[config.mk]
export PLATFORM = sky130hd
export DESIGN_NAME = matriz_max7219_driver
export DESIGN_NICKNAME = d
export VERILOG_FILES = /design/src/rtl/matriz_max7219_driver.sv
export SDC_FILE = /design/constraint.sdc
export NUM_CORES = 1
export LEC_CHECK = 0
export BUFFER_PORTS_ARGS = -buffer_cell sky130_fd_sc_hd__buf_2
export CORE_ASPECT_RATIO = 0.7
export CORE_MARGIN = 2
export CORE_UTILIZATION = 57
export DETAILED_ROUTE_END_ITERATION = 16
export PLACE_DENSITY = 0.79
export RECOVER_POWER = 50
export SYNTH_ARGS = -nofsm -noshare
export SYNTH_HDL_FRONTEND = slang
export SYNTH_SLANG_ARGS = --single-unit
[constraint.sdc]
create_clock -name MatrizDriver_CLOCK_50 -period 3.8 [get_ports MatrizDriver_CLOCK_50]
set_clock_uncertainty 0.1 [all_clocks]
set_input_delay 0.57 -clock MatrizDriver_CLOCK_50 [delete_from_list [all_inputs] [get_ports MatrizDriver_CLOCK_50]]
set_output_delay 0.57 -clock MatrizDriver_CLOCK_50 [all_outputs]
set_load 0.01 [all_outputs]
[src/rtl/matriz_max7219_driver.sv]
// matriz_max7219_driver: sends the MAX7219 init words, then keeps refreshing the 8 digit rows over DIN/SCLK/LOAD
module matriz_max7219_driver #(
    parameter int         DATAWIDTH  = 8,
    parameter int         CLKDIV     = 4,
    parameter logic [3:0] INTENSITY  = 4'h8,
    parameter logic [2:0] SCAN_LIMIT = 3'd7
) (
    input  logic                 MatrizDriver_CLOCK_50,
    input  logic                 MatrizDriver_RESET_InHigh,
    input  logic [DATAWIDTH-1:0] MatrizDriver_Fila1_In,
    input  logic [DATAWIDTH-1:0] MatrizDriver_Fila2_In,
    input  logic [DATAWIDTH-1:0] MatrizDriver_Fila3_In,
    input  logic [DATAWIDTH-1:0] MatrizDriver_Fila4_In,
    input  logic [DATAWIDTH-1:0] MatrizDriver_Fila5_In,
    input  logic [DATAWIDTH-1:0] MatrizDriver_Fila6_In,
    input  logic [DATAWIDTH-1:0] MatrizDriver_Fila7_In,
    input  logic [DATAWIDTH-1:0] MatrizDriver_Fila8_In,
    output logic                 MatrizDriver_DIN_Out,
    output logic                 MatrizDriver_SCLK_Out,
    output logic                 MatrizDriver_LOAD_Out,
    output logic                 MatrizDriver_Ready_Out,
    output logic                 MatrizDriver_FrameDone_Out
);
    localparam int WW = 8 + DATAWIDTH;
    localparam int BW = $clog2(WW);
    localparam int PW = $clog2(2 * CLKDIV + 1);
    localparam logic [PW-1:0] PH_LAST  = PW'(2 * CLKDIV - 1);
    localparam logic [PW-1:0] PH_HALF  = PW'(CLKDIV);
    localparam logic [PW-1:0] PH_LATCH = PW'(CLKDIV - 1);

    typedef enum logic [1:0] {START, LOADWORD, SHIFT, LATCH} state_t;

    logic clk, rst;
    state_t state, state_n;
    logic [3:0] idx, idx_n;
    logic [BW-1:0] bit_idx, bit_n;
    logic [PW-1:0] phase, phase_n;
    logic [WW-1:0] word, word_n, word_b;
    logic ready_n, done_n;
    logic [2:0] slot;
    logic [DATAWIDTH-1:0] row;
    logic [DATAWIDTH-1:0] fila [8];
    logic [DATAWIDTH-1:0] shadow [8];

    assign clk = MatrizDriver_CLOCK_50;
    assign rst = MatrizDriver_RESET_InHigh;
    assign fila = '{MatrizDriver_Fila1_In, MatrizDriver_Fila2_In, MatrizDriver_Fila3_In, MatrizDriver_Fila4_In,
                    MatrizDriver_Fila5_In, MatrizDriver_Fila6_In, MatrizDriver_Fila7_In, MatrizDriver_Fila8_In};

    // row 1 bypasses the shadow because it is captured on the same edge its word is built
    assign slot = 3'(idx - 4'd5);
    assign row = idx == 4'd5 ? fila[0] : shadow[slot];
    assign word_b = idx == 4'd0 ? {8'h0F, DATAWIDTH'(0)} :
                    idx == 4'd1 ? {8'h09, DATAWIDTH'(0)} :
                    idx == 4'd2 ? {8'h0A, DATAWIDTH'(INTENSITY)} :
                    idx == 4'd3 ? {8'h0B, DATAWIDTH'(SCAN_LIMIT)} :
                    idx == 4'd4 ? {8'h0C, DATAWIDTH'(1)} :
                    {4'h0, idx - 4'd4, row};

    // next-state, counters and flags for the word sequencer
    always_comb begin
        state_n = state;
        idx_n = idx;
        bit_n = bit_idx;
        phase_n = phase;
        word_n = word;
        ready_n = MatrizDriver_Ready_Out;
        done_n = 1'b0;
        case (state)
            START: state_n = LOADWORD;
            LOADWORD: begin
                state_n = SHIFT;
                word_n = word_b;
                bit_n = BW'(WW - 1);
                phase_n = '0;
            end
            SHIFT: begin
                phase_n = phase == PH_LAST ? '0 : phase + 1'b1;
                if (phase == PH_LAST && bit_idx == '0) state_n = LATCH;
                if (phase == PH_LAST && bit_idx != '0) bit_n = bit_idx - 1'b1;
            end
            LATCH: begin
                phase_n = phase == PH_LATCH ? '0 : phase + 1'b1;
                if (phase == PH_LATCH) begin
                    state_n = LOADWORD;
                    idx_n = idx == 4'd12 ? 4'd5 : idx + 4'd1;
                    ready_n = MatrizDriver_Ready_Out | (idx == 4'd4);
                    done_n = idx == 4'd12;
                end
            end
            default: state_n = START;
        endcase
    end

    // state register with glitch-free registered serial outputs
    always_ff @(posedge clk or posedge rst) begin
        if (rst) begin
            state <= START;
            idx <= '0;
            bit_idx <= '0;
            phase <= '0;
            word <= '0;
            MatrizDriver_Ready_Out <= 1'b0;
            MatrizDriver_FrameDone_Out <= 1'b0;
            MatrizDriver_DIN_Out <= 1'b0;
            MatrizDriver_SCLK_Out <= 1'b0;
            MatrizDriver_LOAD_Out <= 1'b1;
        end else begin
            state <= state_n;
            idx <= idx_n;
            bit_idx <= bit_n;
            phase <= phase_n;
            word <= word_n;
            MatrizDriver_Ready_Out <= ready_n;
            MatrizDriver_FrameDone_Out <= done_n;
            MatrizDriver_DIN_Out <= state_n == SHIFT && word_n[bit_n];
            MatrizDriver_SCLK_Out <= state_n == SHIFT && phase_n >= PH_HALF;
            MatrizDriver_LOAD_Out <= !(state_n == LOADWORD || state_n == SHIFT);
        end
    end

    // frame snapshot so a frame is never torn by mid-frame row changes
    always_ff @(posedge clk or posedge rst) begin
        if (rst) shadow <= '{default: '0};
        else if (state == LOADWORD && idx == 4'd5) shadow <= fila;
    end
endmodule
# Yosys cells after proc, flatten, opt, wreduce, memory -nomap -nowiden
# Cells that the tools add are included.
# totals
register_bits	99
rom_bits	0
ram_bits	0
input_bits	66
latchBits	0
n_memories	0
# classes
addsub	5
n_mux	23
magnitude_cmp	3
multipliers	0
n_reduce_logical	12
div_mod_pow	0
n_eq_ne	13
n_shift	0
n_bitwise	2
# op_table
op	n
two-way mux 12 bit	5
binary-select mux 8 bit (select 3 bit)	1
two-way mux 8 bit	3
two-way mux 16 bit	1
two-way mux 4 bit	4
== test 4 x 2 -> 1 bit (second input constant)	3
== test 4 x 3 -> 1 bit (second input constant)	3
one-hot mux 4 bit (3 select lines)	1
adder 4 x 1 -> 4 bit (second input constant)	2
zero test 4 bit	2
one-hot mux 2 bit (4 select lines)	1
one-hot mux 4 bit (2 select lines)	1
== test 2 bit (second input constant)	3
logical AND 1 bit	5
less-than comparator 4 x 5 -> 1 bit (second input constant)	1
binary-select mux 1 bit (select 4 bit)	1
== test 2 x 1 -> 1 bit (second input constant)	2
== test 4 x 1 -> 1 bit (second input constant)	1
== test 4 bit (second input constant)	1
>= comparator 4 x 3 -> 1 bit (second input constant)	1
>= comparator 4 bit (second input constant)	1
two-way mux 2 bit	2
NOT 3 -> 4 bit	1
nonzero test 4 bit	1
9 further kinds	11

# Longest topological paths before layout
# Gate-level depths: netlist (run 1).
# depth
depth_word	15
depth_mapped	13
depth_no_buf	12

# Worst setup path after synthesis (run 1)
# Ideal clock, no wire load.
# synth_path
kind	register to register
start	reg idx[0]
end	reg MatrizDriver_DIN_Out
arrival_time_ns	2.838
stages_incl_launch_ff	14
period_less_slack_ns	3.071
path_slack_ns	0.729
setup_time_ns	0.133
path_cell_list	dfrtp_1 > buf_2 > clkbuf_1 > inv_1 > ha_1 > buf_2 > buf_2 > mux4_2 > mux2i_1 > o221ai_1 > mux2i_1 > o22ai_1 > a31oi_1 > o211ai_1
# synth_between
elab_chain_len	15
word_cells_on_any_way	22
# synth_rtl
element	line	source
start: declaration	35	logic [3:0] idx, idx_n;
start signal: assignment	110	idx <= idx_n;
subtractor 3 bit	51	assign slot = 3'(idx - 4'd5);
NOT 3 -> 4 bit (not written as such)	52	assign row = idx == 4'd5 ? fila[0] : shadow[slot];
binary-select mux 8 bit (select 3 bit)	52	
two-way mux 8 bit (not written as such) (2 in a row)	52	
two-way mux 8 bit	52	
two-way mux 12 bit	57	idx == 4'd4 ? {8'h0C, DATAWIDTH'(1)} :
two-way mux 12 bit	56	idx == 4'd3 ? {8'h0B, DATAWIDTH'(SCAN_LIMIT)} :
two-way mux 12 bit	55	idx == 4'd2 ? {8'h0A, DATAWIDTH'(INTENSITY)} :
two-way mux 12 bit	54	idx == 4'd1 ? {8'h09, DATAWIDTH'(0)} :
two-way mux 12 bit *	53	assign word_b = idx == 4'd0 ? {8'h0F, DATAWIDTH'(0)} :
two-way mux 16 bit *	69	case (state)
net word_n[5]	38	logic [WW-1:0] word, word_n, word_b;
binary-select mux 1 bit (select 4 bit) *	116	MatrizDriver_DIN_Out <= state_n == SHIFT && word_n[bit_n];
two-way mux 1 bit (not written as such) *	116	
logical AND 1 bit *	116	
end signal: assignment	116	
end: declaration	18	output logic MatrizDriver_DIN_Out,
# Mark *: on every way through the listed nets, which the timed path passes. The rest lies on a longest branch. The select of a mux whose other input is x is not followed.
# A chain may end at the register's enable or synchronous reset.

# Worst setup path after layout (run 1)
# layout_path
start	reg idx[1]
end	reg MatrizDriver_DIN_Out
# The elaborated chain is that of the path after synthesis.

==> results of run 1 <==
registers in the layout (all words and copies together) (netlist names):
name                        flops
MatrizDriver_SCLK_Out           1
state                           2
MatrizDriver_Ready_Out          1
phase                           4
bit_idx                         4
shadow                         64
word                           16
MatrizDriver_DIN_Out            1
idx                             4
MatrizDriver_FrameDone_Out      1
MatrizDriver_LOAD_Out           1
logic make-up (layout without fill, tap and decap cells):
logic type                 Yosys count  after routing  synth area share
AOI/OAI and AO/OA                   72             72           0.09933
xor gates and xnor gates             1              1          0.001747
adders and majority gates           15             15           0.03743
buffers and inverters               49            114           0.04018
DFF                                 99             99            0.4944
muxes                               31             31           0.09982
and+or+nand+nor                    269            269            0.2271
how the worst min path moves through the flow:
stage / slack (ns) / cells after the start / start / endpoint
final: 0.31 / 3 / MatrizDriver_Fila8_In[5] / shadow[5]$_DFFE_PP0P_
after CTS: 0.30 / 3 / MatrizDriver_Fila8_In[4] / shadow[4]$_DFFE_PP0P_
after detailed placement: 0.36 / 2 / shadow[61]$_DFFE_PP0P_ / shadow[61]$_DFFE_PP0P_
after global routing: 0.31 / 3 / MatrizDriver_Fila7_In[7] / shadow[15]$_DFFE_PP0P_
after global placement: 0.35 / 2 / shadow[61]$_DFFE_PP0P_ / shadow[61]$_DFFE_PP0P_
after floorplan: 0.34 / 2 / shadow[0]$_DFFE_PP0P_ / shadow[0]$_DFFE_PP0P_
tightest hold or removal path, cell delays in order:
cell	delay, ns
buf_2	0.07
nand2_1	0.04
nand2_1	0.04
cell type report:
type,instances,area [um^2],area share
Multi-Input combinational cell,388,2337,0.4076
Timing Repair Buffer,78,406.6,0.07091
Tap cell,120,150.1,0.02618
Sequential cell,99,2479,0.4323
Inverter,20,75.07,0.01309
Clock inverter,6,47.55,0.008292
Clock buffer,10,239.0,0.04168
synthesized netlist by cell type, drive strengths merged, types with 2 or more instances:
cell / n
a211o: 2
a21o: 4
a21oi: 9
a311o: 2
a31oi: 3
a41oi: 2
and2: 4
and3: 3
buf: 10
clkbuf: 19
dfrtp: 98
ha: 15
inv: 20
mux2: 2
mux2i: 14
mux4: 15
nand2: 214
nand2b: 2
nand3: 5
nand4: 6
nor2: 14
nor2b: 3
nor3: 3
nor4: 2
o211a: 2
o211ai: 3
o21a: 2
o21ai: 18
o221ai: 4
o22ai: 4
o311ai: 2
o31ai: 4
o32ai: 2
or2b: 2
or3: 3
or4: 2
where the power goes:
group | total [uW] | leakage [uW] | switching [uW] | internal, uW
clock | 884 | 0.000133 | 416 | 468
combinational | 57.6 | 0.00155 | 32.5 | 25.1
sequential | 1050 | 0.000986 | 0 | 1050
total | 1990 | 0.00266 | 448 | 1550
layer usage:
layer / track usage / routed length [um] / vias up
met2: 0.4257 / 5183 / 167
met1: 0.3903 / 5566 / 1964
li1: - / - / 1934
met5: 0 / 0 / -
met4: 0.05714 / 80 / 0
met3: 0.07518 / 925 / 10
per-stage QoR:
stage | setup WS [ns] | power, uW | std cells
after floorplan | 0.5412 | 1090 | 536
after global placement | 0.9312 | 1132 | 705
after detailed placement | 0.7846 | 1133 | 705
after CTS | 0.7701 | 2004 | 721
after global routing | 0.2920 | 2054 | 721
final | 0.7469 | 1994 | 721
==> flow_metrics.tcl, run 1 <==
set metrics [dict create \
    fillers 661 \
    setup_viol_count_final 0 \
    worstMarginPinSlew_ns 2.595 \
    grt_pass1_wl_um 19930 \
    grt_pass1_vias 4007 \
    placed_area_mm2 0.005454 \
    hold_buffers 0 \
    crit_buf_inv 2 \
    seq_area_frac_synth 0.4944 \
    outcome "finished with violations" \
    violations "capacitance limit, slew limit" \
    synth_enable_flop_cells 0 \
    wl_per_cell_um 16.30 \
    ys_top_cells_by_area "dfrtp_1 (49%), nand2_1 (16%), mux4_2 (6.7%)" \
    cts-root-buf "clkbuf_16" \
    r2r_slack_ns 0.75 \
    drive_above_1_share 0.1947 \
    min_path_type "in2reg" \
    r2r-start "idx[1]$_DFFE_PP0P_" \
    cp_top_family "adder cells" \
    slew_viol_final 71 \
    postSynth.asyncResetShare 1.000 \
    cts.path.max_buffers 2 \
    p_leak_uw 0.002665 \
    via_per_inst 5.652 \
    irDropWorstVdd_v 0.0002272 \
    path_clk_slew_ns 0.07 \
    n_antenna_cell 0 \
    cp_data_required_time_ns 3.93 \
    fin_util 0.6736 \
    grt_max_degree 71 \
    drv_cap 1 \
    crit_cells 10 \
    worstSkewPairLatency_ns 0.35 \
    cts_tree "built" \
    syn_inst 536 \
    crit_path_end "MatrizDriver_DIN_Out$_DFF_PP0_" \
    layout.nets 677 \
    die_area_mm2 0.009574 \
    clock-sinks 99 \
    die_w_um 116.1 \
    rr_endpoint "MatrizDriver_DIN_Out$_DFF_PP0_" \
    ant_nets 0 \
    syn_to_final_growth_pct 14.37 \
    dp_hpwl_um 8280 \
    design_area_mm2 0.005734 \
    slew-limit-headroom -0.7322 \
    cts_resized 0 \
    timing.critical_path.cells "inv_1, ha_1, buf_4, mux4_2, mux2i_1, o221ai_1, mux2i_1, o22ai_1, a31oi_1, o211ai_1" \
    synth_area_mm2 0.005014 \
    yosysTopAreaCell "dfrtp_1" \
    synth_nets 617 \
    yosysWarningCount 0 \
    arrival_ns 3.18 \
    worst-setup-path-type "reg2reg" \
    gp_congestion 0.8748 \
    wl_um 11750 \
    postCtsSetupBuffers 0 \
    die-height_um 82.47 \
    p_per_area_mw_per_mm2 347.8 \
    core_mm2 0.008513 \
    fin_crit_sh 0.8034 \
    start_kind "register" \
    h-tree-depth 3 \
    syn_area_per_cell_um2 9.354 \
    ioPinCount 71 \
    grt_setup_unrepaired "no" \
    slowest_delay_ns 0.69 \
    hold_violations 0 \
    initial_core_util 0.5889 \
    drt_iter0_drc 452 \
    crit_top_cell "mux2i_1" \
    path_max_fanout 12 \
    tns_ns 0 \
    ff2ff_path_depth 10 \
    cp-end-kind "register" \
    cp_slowest_cell "ha_1" \
    max_freq_ghz 0.3275 \
    grt-ovfl-total 0 \
    ys_ff_latch 99 \
    min_period_ns 3.053 \
    final_common_cell "nand2_1" \
    vias 4075 \
    ys.flop_type "dfrtp_1" \
    drt-pass1-iter-count 8 \
    antenna_found_initial 0 \
    grt_usage 0.2733 \
    final_cell_mix "nand2_1 (213), dfrtp_1 (98), buf_2 (70)" \
    drc 0 \
    core.rowCount 28 \
    cts_buffers 9 \
    synth.distinct_cells 57 \
    crit_start "idx[1]$_DFFE_PP0P_" \
    port_buffers 70 \
    synth_top_area_frac 0.4891 \
    holdWs_ns 0.3064 \
]
No activity file was read; power rests on OpenSTA's default activity.
==> run 2: changes to the inputs <==
- ABC_AREA: default -> 1
- CORE_UTILIZATION: 57 -> 52
- PLACE_DENSITY: 0.79 -> 0.76
- clock period: 3.8 -> 2.7 ns (I/O delays scaled with it)
==> run 2 against run 1 <==
  * The flow now finishes without violations
  * Synthesized cell count grew 2.4%
  * Register-to-register slack got worse by 0.49 ns
  * Critical path depth down 3
  * Combinational power grew to 2.6 times the previous value
  * Worst hold slack got worse by 0.12 ns
  * Clock-buffer cell count did not move
  * First-iteration DRC count down 38%
  * Routed wire length down 5.3%
  * Total power increased by 45%
  * Largest cell class unchanged
  * Worst setup slack got worse by 0.49 ns
  * Sequential share of layout area shrank 0.52 points
  * Critical endpoint is now shadow[51]$_DFFE_PP0P_
==> flow_metrics.tcl, run 2 <==
set metrics [dict create \
    r2r-start "idx[1]$_DFFE_PP0P_" \
    via_per_inst 5.273 \
    numPlacedInstances 736 \
    irDropWorstVdd_v 0.0002851 \
    placed_area_mm2 0.005560 \
    layout.nets 700 \
    reg_top3 "shadow x64, word x16" \
    ys_ff_latch 99 \
    hold_depth 2 \
    gp_congestion 0.8632 \
    drt-pass1-iter-count 5 \
    synth_most_common_cell "nand2_1" \
    hold_path_end "shadow[21]$_DFFE_PP0P_" \
    cp_data_required_time_ns 2.83 \
    clock-sinks 99 \
    cts-root-buf "clkbuf_16" \
    grt_max_degree 46 \
    port_buffers 70 \
    ant_nets 0 \
    h-tree-depth 3 \
    antenna_found_initial 1 \
    synth_area_mm2 0.005092 \
    cts.path.max_buffers 2 \
    crit_top_cell "nand2_2" \
    drive_above_1_share 0.2793 \
    stdcell_count 752 \
    p_per_area_mw_per_mm2 496.6 \
    worst-setup-path-type "reg2reg" \
    largest-register "shadow" \
    worstSkewPairLatency_ns 0.35 \
    worst_slack_ns 0.2563 \
    synth_commonest_cells "nand2_1 (145), dfrtp_1 (98), nand3_1 (72)" \
    hold_violations 0 \
    grt_usage 0.2270 \
    syn_inst 549 \
    yosysWarningCount 0 \
    cts_tree "built" \
    grt-ovfl-total 0 \
    drc 0 \
    cp_slowest_cell "dfrtp_1" \
    min_period_ns 2.444 \
    r2r_slack_ns 0.26 \
    use_met1 0.3108 \
    hold_buffers 0 \
    postSynth.asyncResetShare 1.000 \
    drt_iter0_drc 278 \
    core.rowCount 30 \
    wl_um 11130 \
    tns_ns 0 \
    timing.critical_path.cells "inv_1, ha_1, nand2_2, clkinv_1, nand2_2, buf_4, mux2_2" \
    syn_area_per_cell_um2 9.276 \
    syn_to_final_growth_pct 13.98 \
    core_mm2 0.009609 \
    max_freq_ghz 0.4092 \
    p_leak_uw 0.002953 \
    rr_endpoint "shadow[51]$_DFFE_PP0P_" \
    outcome "completed" \
    worstMarginPinSlew_ns 1.289 \
    gr-usage-met2 0.3551 \
    initial_core_util 0.5299 \
    postCtsSetupBuffers 0 \
    synth_nets 630 \
    path_max_fanout 34 \
    final_common_cell "nand2_1" \
    ys.flop_type "dfrtp_1" \
    grt_setup_unrepaired "no" \
    slew_viol_final 0 \
    cts_buffers 9 \
    wl_per_cell_um 14.80 \
    start_kind "register" \
    slew-limit-headroom 0.1359 \
    grt_busiest_layer "met2" \
    drv_cap 0 \
    die_area_mm2 0.01061 \
    design_area_mm2 0.005804 \
    die-height_um 86.80 \
    die_w_um 122.3 \
    setup_viol_count_final 0 \
    synth_enable_flop_cells 0 \
    slowest_delay_ns 0.44 \
    met3_usage 0.05855 \
    ys_top_cells_by_area "dfrtp_1 (48%), mux2_2 (12%), nand2_1 (11%)" \
    vias 3965 \
    min_path_type "in2reg" \
    synth.distinct_cells 37 \
    path_clk_slew_ns 0.07 \
    grt_pass1_vias 3923 \
    fin_crit_sh 0.9051 \
    dp_hpwl_um 8024 \
    grt_pass1_wl_um 18570 \
    seq_area_frac_synth 0.4867 \
    ff2ff_path_depth 7 \
    cp-end-kind "register" \
    ioPinCount 71 \
    dp_slack_ns 0.2925 \
    hp-start "MatrizDriver_Fila6_In[5]" \
    final_cell_mix "nand2_1 (144), dfrtp_1 (98), nand3_1 (72)" \
    arrival_ns 2.57 \
    largest_reg_flops 64 \
    cts_resized 0 \
    synth_top_area_frac 0.4816 \
    yosysTopAreaCell "dfrtp_1" \
]
-- run 2: kinds of logic (layout without fill, tap and decap cells) --
kind of cell / Yosys count / in the layout / share of synthesized area
mux: 54 / 54 / 0.1194
compound gates: 47 / 47 / 0.05357
xor+xnor: 2 / 2 / 0.003440
flops: 99 / 99 / 0.4867
fa+ha+maj: 15 / 15 / 0.03686
other cells: 0 / 1 / 0
buf+inv: 69 / 143 / 0.06732
simple gates: 263 / 263 / 0.2327
-- run 2: stage by stage --
stage	power (uW)	utilization	hold slack, ns
after global placement	1730	0.5786	0.3641
after CTS	2908	0.6066	0.06333
final	2882	0.6040	0.1820
after detailed placement	1737	0.5786	0.3645
after global routing	3002	0.6040	0.1742
after floorplan	1654	-	0.3438
-- run 2: worst max path at each step --
| stage | start | to | depth (start not counted) |
|---|---|---|---|
| 2_1_floorplan | idx[0]$_DFFE_PP0P_ | MatrizDriver_DIN_Out$_DFF_PP0_ | 16 |
| 3_3_place_gp | idx[1]$_DFFE_PP0P_ | shadow[45]$_DFFE_PP0P_ | 7 |
| 3_5_place_dp | idx[1]$_DFFE_PP0P_ | shadow[37]$_DFFE_PP0P_ | 7 |
| 4_1_cts | idx[1]$_DFFE_PP0P_ | shadow[37]$_DFFE_PP0P_ | 7 |
| 5_1_grt | idx[0]$_DFFE_PP0P_ | MatrizDriver_DIN_Out$_DFF_PP0_ | 14 |
| 6_report | idx[1]$_DFFE_PP0P_ | shadow[51]$_DFFE_PP0P_ | 7 |
-- run 2: routing by layer --
metal | routed length (um) | part of all wire | up-vias
li1 | - | - | 1941
met1 | 5297 | 0.48 | 1908
met2 | 5093 | 0.46 | 102
met3 | 602 | 0.054 | 14
met4 | 138 | 0.012 | 0
met5 | 0 | 0 | -
-- run 2: layout make-up --
class                   instances  area [um^2]
well taps                     128        160.2
flip-flops and latches         99         2479
clock buffers                  10        239.0
inverters                      50        210.2
fillers                       843         3805
repair buffers                 78        410.4
clock inverters                 5        30.03
diodes                          1        2.502
multi-input cells             381         2273
-- run 2: power by group --
group / switching, uW / leakage [uW] / total, uW / internal [uW]
clock network: 540 / 0.000130 / 1180 / 639
logic: 74.8 / 0.00167 / 152 / 77.5
registers: 24.1 / 0.00115 / 1550 / 1530
total: 639 / 0.00295 / 2880 / 2240
-- run 2: critical path: cells and delay by family (launching register included) --
kind	cells	cell delay [ns]
adder cells (fa/ha/maj)	1	0.22
AND/OR/NAND/NOR	2	0.39
buffers and inverters	3	0.78
multiplexers	1	0.39
flip-flops	1	0.44
==> run 3: changes to the inputs <==
--- a/config.mk
+++ b/config.mk
@@ -12,5 +12,5 @@
 export CORE_UTILIZATION = 52
 export DETAILED_ROUTE_END_ITERATION = 16
-export PLACE_DENSITY = 0.76
+export PLACE_DENSITY_LB_ADDON = 0.15
 export RECOVER_POWER = 50
 export SYNTH_ARGS = -nofsm -noshare
--- a/constraint.sdc
+++ b/constraint.sdc
@@ -3,3 +3,3 @@
 set_input_delay 0.405 -clock MatrizDriver_CLOCK_50 [delete_from_list [all_inputs] [get_ports MatrizDriver_CLOCK_50]]
 set_output_delay 0.405 -clock MatrizDriver_CLOCK_50 [all_outputs]
-set_load 0.01 [all_outputs]
+set_load 0.02 [all_outputs]
==> run 3 against run 2 <==
  * Core utilization grew 0.51 points
  * Non-clock buffer count grew 1
  * Largest cell class unchanged
  * Largest power group unchanged
  * Sequential share of layout area shrank 0.36 points
  * The flow now finishes with violations (capacitance limit, slew limit)
  * Cell count rose by 0.13%
  * Worst hold slack improved by 0.0025 ns
  * Worst setup slack gained 0.031 ns
  * Combinational power about the same
  * Critical path depth is the same
==> flow_metrics.tcl, run 3 (synthesis gave the netlist of run 2 again) <==
set metrics [dict create \
    final_common_cell "nand2_1" \
    worstSkewPairLatency_ns 0.35 \
    setup_viol_count_final 0 \
    seqPwrFrac 0.516 \
    reg_top3 "shadow x64, word x16" \
    fin_crit_sh 0.8937 \
    grt_max_degree 48 \
    grt_pass1_vias 3812 \
    drt-pass1-iter-count 6 \
    cts_buffers 9 \
    cp-end-kind "register" \
    p_sw_uw 636.9 \
    syn_to_final_growth_pct 14.94 \
    largest-register "shadow" \
    p_per_area_mw_per_mm2 514.0 \
    slew_viol_final 35 \
    wl_um 11200 \
    min_path_type "in2reg" \
    fin_util 0.6091 \
    clock-sinks 99 \
    cp_data_required_time_ns 2.83 \
    postCtsSetupBuffers 0 \
    h-tree-depth 3 \
    grt_setup_unrepaired "no" \
    cts-root-buf "clkbuf_16" \
    tns_ns 0 \
    hold_violations 0 \
    die_w_um 122.3 \
    grt_usage 0.2322 \
    path_clk_slew_ns 0.06 \
    largest_reg_flops 64 \
    ant_nets 0 \
    drive_above_1_share 0.2864 \
    vias 3955 \
    grt-ovfl-total 0 \
    cts_tree "built" \
    switching_share 0.2117 \
    combPwrFrac 0.051 \
    n_antenna_cell 0 \
    die_area_mm2 0.01061 \
    cts.path.max_buffers 2 \
    outcome "finished with violations" \
    ioPinCount 71 \
    fillers 854 \
    drt_iter0_drc 279 \
    clockPowerShare 0.433 \
    min_period_ns 2.413 \
    arrival_ns 2.54 \
    worstMarginPinSlew_ns 1.585 \
    die-height_um 86.80 \
    port_buffers 70 \
    start_kind "register" \
    via_per_inst 5.252 \
    irDropWorstVdd_v 0.0003658 \
    hold_buffers 0 \
    gp_congestion 0.8194 \
    cts_resized 0 \
    p_int_uw 2371 \
    initial_core_util 0.5299 \
    drc 0 \
    p_leak_uw 0.002993 \
    antenna_found_initial 0 \
    core.rowCount 30 \
    dp_hpwl_um 8346 \
    core_mm2 0.009609 \
    final_cell_mix "nand2_1 (144), dfrtp_1 (98), nand3_1 (72)" \
    max_freq_ghz 0.4144 \
    worst-setup-path-type "reg2reg" \
    drv_cap 1 \
    wl_per_cell_um 14.87 \
    grt_pass1_wl_um 18890 \
    path_max_fanout 27 \
    layout.nets 701 \
    slew-limit-headroom -0.06235 \
    violations "capacitance limit, slew limit" \
]
-- run 3: changes by cell type in the layout (fill, tap and decap cells not counted), sizes merged --
cell	previous run	this run
buf	73	77
clkinvlp	3	1
diode	1	0
bufinv	1	2
clkbuf	15	14
-- run 3: final timing paths --
path,from,end,slack (ns),cells past startpoint
worst max-delay path,idx[0]$_DFFE_PP0P_,shadow[1]$_DFFE_PP0P_,0.29,7
worst min-delay path,MatrizDriver_Fila7_In[1],shadow[9]$_DFFE_PP0P_,0.18,2
worst max register to register,idx[0]$_DFFE_PP0P_,shadow[1]$_DFFE_PP0P_,0.29,7
worst min register to register,word[14]$_DFF_PP0_,word[14]$_DFF_PP0_,0.38,2
max in group asynchronous,MatrizDriver_RESET_InHigh,shadow[15]$_DFFE_PP0P_,0.70,3
min in group asynchronous,MatrizDriver_RESET_InHigh,shadow[35]$_DFFE_PP0P_,0.32,2
-- run 3: critical path, stage by stage, from the launching register on --
cell      delay (ns)
dfrtp_1         0.45
buf_4           0.21
ha_1            0.23
nand2_2         0.17
clkinv_1        0.25
nand2_2         0.17
buf_4           0.33
mux2_2          0.39
-- run 3: per-stage QoR --
stage	std cells	power [uW]	cell area (um^2)	hold WS [ns]	worst slack (ns)
CTS	753	3049	5886	0.1379	0.3040
floorplan	549	1654	5096	0.3438	0.5423
finish	753	3008	5853	0.1845	0.2870
detailed placement	737	1742	5580	0.3621	0.3217
global placement	737	1735	5580	0.3606	0.3965
global route	753	3129	5853	0.1763	0.1275
-- run 3: layout make-up --
| cell class | count | area (um^2) | share of cell area |
|---|---|---|---|
| Clock buffer | 12 | 256.5 | 0.04382 |
| Clock inverter | 4 | 48.80 | 0.008337 |
| Inverter | 50 | 210.2 | 0.03591 |
| Multi-Input combinational cell | 381 | 2273 | 0.3884 |
| Sequential cell | 99 | 2479 | 0.4235 |
| Tap cell | 128 | 160.2 | 0.02736 |
| Timing Repair Buffer | 79 | 425.4 | 0.07268 |
-- run 3: power by group through the flow --
stage | combinational [uW] | clock (uW) | sequential, uW
floorplan | 85.1 | 0 | 1570
global placement | 159 | 0 | 1580
detailed placement | 164 | 0 | 1580
CTS | 165 | 1330 | 1550
global route | 176 | 1400 | 1550
finish | 155 | 1300 | 1550
-- run 3: layer usage --
layer,share of wire,routed length [um],vias to the layer above,track usage
met2,0.43,4775,96,0.3409
met1,0.50,5628,1909,0.3472
met3,0.060,676,8,0.05263
met4,0.010,114,0,0.06165
li1,-,-,1942,-
met5,0,0,-,0
